<file path="config.mk">
export PLATFORM = sky130hd
export DESIGN_NAME = dmem_arbiter
export DESIGN_NICKNAME = d
export VERILOG_FILES = /design/src/rtl/dmem_arbiter.sv
export SDC_FILE = /design/constraint.sdc
export NUM_CORES = 1
export LEC_CHECK = 0
export CAP_MARGIN = 25
export CORE_AREA = 5 5 114 116
export CTS_CLUSTER_DIAMETER = 120
export DETAILED_ROUTE_END_ITERATION = 10
export DIE_AREA = 0 0 119 121
export GPL_TIMING_DRIVEN = 0
export MAX_ROUTING_LAYER = met4
export PLACE_DENSITY = 0.58
export SKIP_CTS_REPAIR_TIMING = 1
export SLEW_MARGIN = 20
export SYNTH_ARGS = -nofsm -noshare
export SYNTH_HDL_FRONTEND = slang
export SYNTH_SLANG_ARGS = --single-unit
</file>
<file path="constraint.sdc">
create_clock -name clk -period 1.7 [get_ports clk]
set_input_delay 0.34 -clock clk [delete_from_list [all_inputs] [get_ports clk]]
set_output_delay 0.34 -clock clk [all_outputs]
set_load 0.1 [all_outputs]
</file>
<file path="src/rtl/dmem_arbiter.sv">
// Two-master data-memory arbiter with locked bursts and read return routing.
// Define ARB_ROUND_ROBIN_EN for round-robin contention; default is m0 priority.
module dmem_arbiter #(
  parameter int ADDR_W   = 32,
  parameter int DATA_W   = 32,
  parameter int MAX_LOCK = 16
) (
  input  logic              clk,
  input  logic              rst_n,
  input  logic              m0_req,
  input  logic              m0_lock,
  input  logic [ADDR_W-1:0] m0_addr,
  input  logic [DATA_W-1:0] m0_wdata,
  input  logic              m0_wen,
  output logic              m0_gnt,
  output logic [DATA_W-1:0] m0_rdata,
  output logic              m0_rvalid,
  input  logic              m1_req,
  input  logic              m1_lock,
  input  logic [ADDR_W-1:0] m1_addr,
  input  logic [DATA_W-1:0] m1_wdata,
  input  logic              m1_wen,
  output logic              m1_gnt,
  output logic [DATA_W-1:0] m1_rdata,
  output logic              m1_rvalid,
  output logic              bus_req,
  output logic [ADDR_W-1:0] bus_addr,
  output logic [DATA_W-1:0] bus_wdata,
  output logic              bus_wen,
  input  logic [DATA_W-1:0] bus_rdata
);

  localparam int CW = (MAX_LOCK > 1) ? $clog2(MAX_LOCK) : 1;
  localparam logic [CW-1:0] LIM = CW'(MAX_LOCK - 1);
  localparam logic LOCK_EN = (MAX_LOCK > 1);

  typedef enum logic [1:0] {
    IDLE = 2'd0,
    OWN0 = 2'd1,
    OWN1 = 2'd2
  } state_e;

  state_e        state_q, state_d;
  logic [CW-1:0] lock_cnt_q, lock_cnt_d;
  logic          rd_pend_q, rd_pend_d;
  logic          rd_owner_q, rd_owner_d;
  logic          beat0, beat1, beat;
  logic          locked, at_lim, hold, pref1;
`ifdef ARB_ROUND_ROBIN_EN
  logic          last_q, last_d;
`endif

  assign m0_gnt = (state_q == OWN0);
  assign m1_gnt = (state_q == OWN1);
  assign beat0  = m0_req & m0_gnt;
  assign beat1  = m1_req & m1_gnt;
  assign beat   = beat0 | beat1;

  // Drive the shared bus from whichever master owns this beat.
  always_comb begin
    bus_req   = 1'b0;
    bus_addr  = '0;
    bus_wdata = '0;
    bus_wen   = 1'b0;
    unique case (1'b1)
      beat0: begin
        bus_req   = 1'b1;
        bus_addr  = m0_addr;
        bus_wdata = m0_wdata;
        bus_wen   = m0_wen;
      end
      beat1: begin
        bus_req   = 1'b1;
        bus_addr  = m1_addr;
        bus_wdata = m1_wdata;
        bus_wen   = m1_wen;
      end
      default: ;
    endcase
  end

  // Lock hold or re-arbitration; forced release prefers the other master.
  always_comb begin
    locked     = ((beat0 & m0_lock) | (beat1 & m1_lock)) & LOCK_EN;
    at_lim     = (lock_cnt_q == LIM);
    hold       = locked & ~at_lim;
`ifdef ARB_ROUND_ROBIN_EN
    last_d     = beat ? beat1 : last_q;
    pref1      = (locked & at_lim) ? beat0 : ~last_d;
`else
    pref1      = locked & at_lim & beat0;
`endif
    state_d    = state_q;
    lock_cnt_d = '0;
    if (hold) begin
      lock_cnt_d = lock_cnt_q + CW'(1);
    end else begin
      unique case ({m0_req, m1_req})
        2'b11:   state_d = pref1 ? OWN1 : OWN0;
        2'b10:   state_d = OWN0;
        2'b01:   state_d = OWN1;
        default: state_d = IDLE;
      endcase
    end
  end

  // A read beat schedules data return to its master next cycle.
  always_comb begin
    rd_pend_d  = beat & ~bus_wen;
    rd_owner_d = beat1;
  end

  assign m0_rvalid = rd_pend_q & ~rd_owner_q;
  assign m1_rvalid = rd_pend_q & rd_owner_q;
  assign m0_rdata  = m0_rvalid ? bus_rdata : '0;
  assign m1_rdata  = m1_rvalid ? bus_rdata : '0;

  // Ownership, lock run length and read-pending state.
  always_ff @(posedge clk or negedge rst_n) begin
    if (!rst_n) begin
      state_q    <= IDLE;
      lock_cnt_q <= '0;
      rd_pend_q  <= 1'b0;
      rd_owner_q <= 1'b0;
    end else begin
      state_q    <= state_d;
      lock_cnt_q <= lock_cnt_d;
      rd_pend_q  <= rd_pend_d;
      rd_owner_q <= rd_owner_d;
    end
  end

`ifdef ARB_ROUND_ROBIN_EN
  // Remember who had the latest beat for fair contention.
  always_ff @(posedge clk or negedge rst_n) begin
    if (!rst_n) last_q <= 1'b1;
    else        last_q <= last_d;
  end
`endif

endmodule

</file>
; Yosys cells after proc, flatten, opt, wreduce, memory -nomap -nowiden
; Cells that the tools add are included.
[word_totals]
word_cells = 36
reg_bits = 8
input_bits = 168
[classes]
addsub = 1
n_mux = 9
reduce_logical = 1
bitwise_logic = 15
n_eq_ne = 6
[op_table]
columns = cell, count
row1 = 32-bit case mux with 2 select lines, 2
row2 = 32-bit two-way mux, 2
row3 = 1-bit AND, 10
row4 = 2-bit equality test (second input constant), 3
row5 = 2-bit case mux with 3 select lines, 1
row6 = 4-bit by 1-bit adder with 4-bit output (second input constant), 1
row7 = 2-bit by 1-bit equality test with 1-bit output (second input constant), 2
row8 = 4-bit equality test (second input constant), 1
row9 = 4-bit two-way mux, 1
row10 = 1-bit NOT, 3
row11 = 2-bit two-way mux, 1
row12 = 1-bit bitwise OR, 2
row13 = 1-bit case mux with 2 select lines, 1
row14 = 2-bit OR reduction, 1
row15 = 1-bit two-way mux, 1

; Longest topological paths before layout
; Gate-level depths: netlist of run 1.
[depth]
depth_word = 8
depth_mapped = 4

; Worst setup path before layout of run 1
; No wires, ideal clock.
[synth_path]
path_kind = register -> output
from = register rd_owner_q
to = output port m0_rdata[22]
stages_incl_launch_ff = 4
path_slack_ns = -1.146
required_ns = 1.360
path_buffers = 1
t_arrival_ns = 2.506
path_cell_list = dfrtp_1 > and2b_1 > clkbuf_1 > and2_1
[synth_via]
elab_chain_cells = 3
[synth_lines]
columns = item, line_no
row1 = start: declaration, 46  ; logic rd_owner_q, rd_owner_d;
row2 = start signal: assignment, 129  ; rd_owner_q <= rd_owner_d;
row3 = 1-bit NOT, 113  ; assign m0_rvalid = rd_pend_q & ~rd_owner_q;
row4 = 1-bit AND, 113
row5 = net m0_rvalid, 17  ; output logic m0_rvalid,
row6 = 32-bit two-way mux, 115  ; assign m0_rdata = m0_rvalid ? bus_rdata : '0;
row7 = end: declaration, 16  ; output logic [DATA_W-1:0] m0_rdata,
; The timed path passes the listed nets, and every way through them passes these cells.

; Worst setup path after layout of run 1
[layout_path]
from = register state_q[1]
to = output port bus_wdata[4]
[layout_via]
elab_chain_cells = 3
elab_cells_between_ends = 5
classes_between = 2 x eq/ne / 1 x mux / 2 x bitwise
[layout_lines]
columns = item, line_no
row1 = start: declaration, 43  ; state_e state_q, state_d;
row2 = start signal: assignment, 126  ; state_q <= state_d;
row3 = 2-bit equality test or 2-bit by 1-bit equality test with 1-bit output (tied branches), "54, 53"
row4 = "1-bit AND, on equally long branches", "56, 55"
row5 = 32-bit case mux with 2 select lines *, 65  ; unique case (1'b1)
row6 = end: declaration, 28  ; output logic [DATA_W-1:0] bus_wdata,
; Every way passes the cells marked *; elsewhere a longest branch is shown, timed or not.

==> results of run 1 <==
[path summary, 6_finish.rpt]
kind | slack (ns) | cells after the start | start | end
worst min register to register | 0.47 | 1 | lock_cnt_q[0] | lock_cnt_q[0]
worst min-delay path | 0.38 | 1 | rst_n | lock_cnt_q[2]
worst max-delay path | -0.29 | 5 | state_q[1] | bus_wdata[4]
worst max register to register | 0.30 | 4 | lock_cnt_q[0] | state_q[0]
min in group clk | 0.43 | 3 | m1_req | state_q[1]
max in group asynchronous | 1.05 | 1 | rst_n | rd_owner_q
[logic make-up (layout without fill, tap and decap cells)]
| family | Yosys count | in the layout | synth area share |
|---|---|---|---|
| buffers and inverters | 25 | 341 | 0.109 |
| and+or+nand+nor | 83 | 83 | 0.340 |
| AOI/OAI and AO/OA | 69 | 69 | 0.400 |
| DFF | 8 | 8 | 0.131 |
| adders and majority gates | 1 | 1 | 0.00820 |
| xor gates and xnor gates | 2 | 2 | 0.0115 |
[synthesized netlist by cell type]
cell type	instances	area (um^2)
a31oi_1	1	6.26
or2_1	1	6.26
buf_6	6	67.6
and3_1	33	206
nand2_1	1	3.75
nor2b_1	1	6.26
nor3_1	2	10.0
inv_1	2	7.51
xnor2_1	1	8.76
nor2_1	2	7.51
a211o_1	1	8.76
o311a_1	1	10.0
nand3_1	3	15.0
xor2_1	1	8.76
and2_1	33	206
nor3b_1	1	7.51
buf_2	1	5.00
clkbuf_1	9	33.8
dfrtp_1	8	200
and2b_1	2	15.0
and3b_1	3	26.3
a32oi_2	1	16.3
ha_1	1	12.5
a22o_1	65	569
buf_4	7	52.6
and4_1	1	8.76
[registers in the layout, indices dropped and copies added, names as in the netlist]
register	cells
lock_cnt_q	4
rd_owner_q	1
rd_pend_q	1
state_q	2
[stage by stage]
step	setup TNS, ns	cell area (um^2)	std cells	worst slack (ns)
global placement	-156.45	5350	636	-1.61
global route	-26.21	6780	651	-0.319
floorplan	-0.621	2150	188	-0.0690
CTS	-173.20	5430	639	-1.62
finish	-22.20	6780	651	-0.288
detailed placement	-157.37	5350	636	-1.61
[cell type report]
type	instances	area share
tap	147	0.0271
inverter	2	0.00111
buffer	23	0.0417
sequential	8	0.0301
clock buffer	3	0.0111
timing repair buffer	313	0.619
multi-input combinational	155	0.270
[metal layers]
metal,track usage,vias up,part of all wire
met5,-,-,0
met4,0.0203,0,0.010
met3,0.0699,8,0.12
met2,0.298,187,0.52
met1,0.181,1347,0.35
li1,-,1369,-
[report_power, final]
group	leakage, uW	switching [uW]	internal [uW]
clock	0.0000370	84.0	302
combinational	0.00293	1540	1200
sequential	0.000103	11.2	201
[worst register-to-register path: stages, from the launching register on]
cell,delay (ns)
dfrtp_1,0.39
ha_1,0.24
and3_1,0.25
o311a_1,0.14
a211o_1,0.26
==> results.yml, run 1 <==
detailed_routing:
  vias_per_cell: 4.47
  drtAntennaViolNets: 0
  drc: 0
  drt_iter0_markers: 53
  dr.pass1.iters: 4
  drt_wl_total_mm: 13.6
  wl_per_cell_um: 20.9
  vias: 2911
sta:
  clock.fmax_mhz: 503
  tightest_slew_ns: 0.493
  setup_viol: 103
  slew_violations: 0
  rsz0062_at_grt: "true"
  finalCritPeriodShare: 1.17
  final_hold_viol_count: 0
  finalWorstSetupSlack_ns: -0.288
  period_minus_slack_ns: 1.99
  relSlewSlack: 0.673
  fin_skew_ns: 0.00220
  hold-worst-slack_ns: 0.380
clock_network:
  clock-sinks: 8
  clock_latency_ns: 0.23
  htreeDepth: 1
  path_clk_slew_ns: 0.04
  cts_buffers: 3
  clock_tree.buffer_depth: 2
  cts_root_buffer: "clkbuf_16"
  cts_tree: "yes"
die:
  core_mm2: 0.0118
  rows: 40
  ios: 302
  start_util: 0.129
  fp.dieH_um: 121
  die_w_um: 119
  dieArea_mm2: 0.0144
global_routing:
  grt_pass1_wl_mm: 18.5
  overflow: 0
  antenna_found_initial: 0
  grt_pass1_vias: 3155
  grt_usage: 0.168
  grt_max_degree: 11
placed_design:
  gp_congestion: 0.785
  port_buffers: 301
  dp_hpwl_mm: 11.2
layout:
  syn_to_final_growth_pct: 344
  layout-drive-gt1-share: 0.613
  seqCellArea_um2: 204
  layout_commonest_cell: "clkdlybuf4s50_1"
  layout_common_cells: "165 x clkdlybuf4s50_1, 108 x buf_12, 60 x a22o_4"
  fill_cells: 951
  utilization: 0.574
  fin_nets: 675
  multi_input_area_mm2: 0.00183
  antenna_cells: 0
critical_path:
  crit_top_cell: "buf_12"
  crit_slowest_cell: "dfrtp_2"
  crit_family: "buffers and inverters"
  worst-path-max-fanout: 10
  cp.arrival_ns: 1.65
  endpoint_kind: "output pin"
  cp.required_ns: 1.36
  path_cells: "and3b_2 -> buf_12 -> buf_12 -> a22o_4 -> buf_12"
  critical_path_class: "register to output pin"
  path_buf_inv: 3
  cp-start-kind: "register"
  worst_path_largest_cell_delay_ns: 0.42
logic_synthesis:
  ys_seq_area_frac: 0.131
  syn_avg_cell_area_um2: 8.12
  synth_area_mm2: 0.00153
  yosysUniqueCellTypes: 26
  syn-instance-count: 188
  ys_warn_count: 0
  ys_ff_latch: 8
  syn_nets: 357
run_status:
  outcome: "complete, but fails checks"
  violations: "negative setup slack"
power:
  power_uw: 3330
  power.density_mw_per_mm2: 492
  leakage_uw: 0.00307
  ir_drop_v: 0.000256
run:
  maxCapViolCount: 0
min_path:
  hold_class: "input port to asynchronous set/reset pin"
(Power assumes the default switching activity.)
==> run 2: changes to the inputs <==
--- a/config.mk
+++ b/config.mk
@@ -11,8 +11,10 @@
 export DETAILED_ROUTE_END_ITERATION = 10
 export DIE_AREA = 0 0 119 121
 export GPL_TIMING_DRIVEN = 0
+export HOLD_SLACK_MARGIN = 0.02
 export MAX_ROUTING_LAYER = met4
 export PLACE_DENSITY = 0.58
+export REMOVE_ABC_BUFFERS = 1
 export SKIP_CTS_REPAIR_TIMING = 1
 export SLEW_MARGIN = 20
 export SYNTH_ARGS = -nofsm -noshare
==> constraint.sdc (replaced) <==
create_clock -name clk -period 2 [get_ports clk]
set_input_delay 0.4 -clock clk [delete_from_list [all_inputs] [get_ports clk]]
set_output_delay 0.4 -clock clk [all_outputs]
set_load 0.1 [all_outputs]
==> run 2 against run 1 <==
The flow still finishes with violations (negative setup slack). Largest power group unchanged. Routed wire length up 13%. Critical endpoint is now bus_addr[22]. Flip-flop and latch count did not move. Highest routed layer unchanged. Combinational power fell by 19%. Global-route usage decreased by 0.77 points. Sequential share of layout area up 0.40 points. Clock power decreased by 15%. Register-to-register slack better by 0.12 ns. Worst setup slack improved by 0.16 ns. Final area decreased by 9.1%. Largest cell class unchanged. Clock-buffer cell count is the same.
==> results.yml, run 2 (synthesis results as in run 1) <==
global_routing:
  grt_max_degree: 63
  overflow: 0
  grt_usage: 0.161
  antenna_found_initial: 1
  grt_pass1_vias: 2950
  grt_pass1_wl_mm: 17.6
detailed_routing:
  drtAntennaViolNets: 0
  vias_per_cell: 4.50
  drt_wl_total_mm: 15.4
  vias: 2920
  wl_per_cell_um: 23.8
  drc: 0
  dr.pass1.iters: 4
  drt_iter0_markers: 69
power:
  power.density_mw_per_mm2: 442
  swShare: 0.512
  p_clk_frac: 0.120
  power_uw: 2720
  leakage_uw: 0.00286
  p_int_uw: 1330
  power_frac_comb: 0.809
  switchingPower_uw: 1390
  power_frac_seq: 0.071
  ir_drop_v: 0.000291
layout:
  layout_commonest_cell: "clkdlybuf4s50_1"
  reg_top3: "lock_cnt_q (4), state_q (2)"
  stdcell_count: 649
  fin_area_mm2: 0.00616
  layout_common_cells: "165 x clkdlybuf4s50_1, 68 x buf_12, 49 x a22o_4"
  utilization: 0.522
  layout-drive-gt1-share: 0.455
  largest_reg_flops: 4
  fin_nets: 672
  top_register: "lock_cnt_q"
  syn_to_final_growth_pct: 304
die:
  die_w_um: 119
  dieArea_mm2: 0.0144
  ios: 302
  core_mm2: 0.0118
  fp.dieH_um: 121
  start_util: 0.129
  rows: 40
critical_path:
  timing.rr.start: "state_q[0]"
  cp.arrival_ns: 1.73
  endpoint_kind: "output pin"
  critical_path_class: "register to output pin"
  cp-startpoint: "state_q[0]"
  path_cells: "and3b_4 -> buf_12 -> buf_16 -> a22o_1 -> buf_12"
  cp.required_ns: 1.60
  worst-path-max-fanout: 14
  cp-start-kind: "register"
  crit_top_cell: "buf_12"
  worst_path_largest_cell_delay_ns: 0.45
  crit_slowest_cell: "dfrtp_2"
run_status:
  violations: "negative setup slack"
  outcome: "complete, but fails checks"
sta:
  slew_violations: 0
  finalWorstSetupSlack_ns: -0.131
  finalCritPeriodShare: 1.07
  rsz0062_at_grt: "true"
  period_minus_slack_ns: 2.13
  final_hold_viol_count: 0
  relSlewSlack: 0.630
  setup_viol: 61
  fin_skew_ns: 0.000866
  tightest_slew_ns: 0.557
  clock.fmax_mhz: 469
placed_design:
  dpl.cell_count: 615
  dp_hpwl_mm: 10.4
  pre_cts_ws_ns: -1.52
  gp_congestion: 0.822
  port_buffers: 301
  dpl_cell_area_mm2: 0.00462
clock_network:
  htreeDepth: 1
  cts_tree: "yes"
  cts_root_buffer: "clkbuf_16"
  clock_latency_ns: 0.23
  cts_buffers: 3
  clock-sinks: 8
  path_clk_slew_ns: 0.04
  clock_tree.buffer_depth: 2
min_path:
  hold_class: "input port to asynchronous set/reset pin"
run:
  maxCapViolCount: 0
-- run 2: cell count changes in the layout (fill, tap and decap cells not counted), moves of 4 or more --
cell       delta
buf_6        +11
buf_12       -40
a22o_1       +14
a22o_4       -11
clkbuf_16     +5
and2_1       +33
and3_2       -25
clkbuf_4     +19
and2_4       -31
buf_8         -7
buf_4         -9
and3_4        -4
clkbuf_2     +11
and3_1       +29
-- run 2: critical path: cells and delay by family (launching register included) --
kind            cells  cell delay [ns]
buf+inv             3             0.49
flops               1             0.45
simple gates        1             0.33
compound gates      1             0.21
-- run 2: final cells by class --
| class | count | area (um^2) |
|---|---|---|
| Multi-Input combinational cell | 161 | 1660 |
| Clock buffer | 3 | 75.1 |
| Timing Repair Buffer | 327 | 4020 |
| Inverter | 2 | 7.51 |
| Tap cell | 147 | 184 |
| Fill cell | 1041 | 5650 |
| Sequential cell | 8 | 210 |
| Antenna cell | 1 | 2.50 |
-- run 2: worst paths after layout --
check	depth (start not counted)	to	slack (ns)
min	1	lock_cnt_q[3]	0.46
min reg2reg	1	lock_cnt_q[0]	0.47
max	5	bus_addr[22]	-0.13
max in group asynchronous	1	rd_owner_q	1.24
min in group clk	1	lock_cnt_q[0]	0.47
max reg2reg	6	rd_pend_q	0.42
-- run 2: metal layers --
layer / vias to the layer above / track usage / wire [um]
met5: - / - / 0
met4: 0 / 0.0167 / 204
met3: 16 / 0.0904 / 1790
met2: 191 / 0.272 / 8050
met1: 1336 / 0.170 / 5390
li1: 1377 / - / -
-- run 2: stage by stage --
| step | TNS [ns] | hold WS (ns) |
|---|---|---|
| 2_1_floorplan | -100.43 | 0.104 |
| 3_5_place_dp | -157.81 | 0.475 |
| 3_3_place_gp | -249.87 | 0.464 |
| 6_report | -3.81 | 0.456 |
| 4_1_cts | -174.50 | 0.468 |
| 5_1_grt | -6.95 | 0.488 |
-- run 2: power by group through the flow --
stage / Combinational [uW] / Sequential [uW] / Clock [uW]
after floorplan: 1080 / 185 / 0
after global placement: 1720 / 194 / 0
after detailed placement: 1730 / 197 / 0
after CTS: 1740 / 194 / 333
after global routing: 2270 / 195 / 348
final: 2200 / 192 / 327
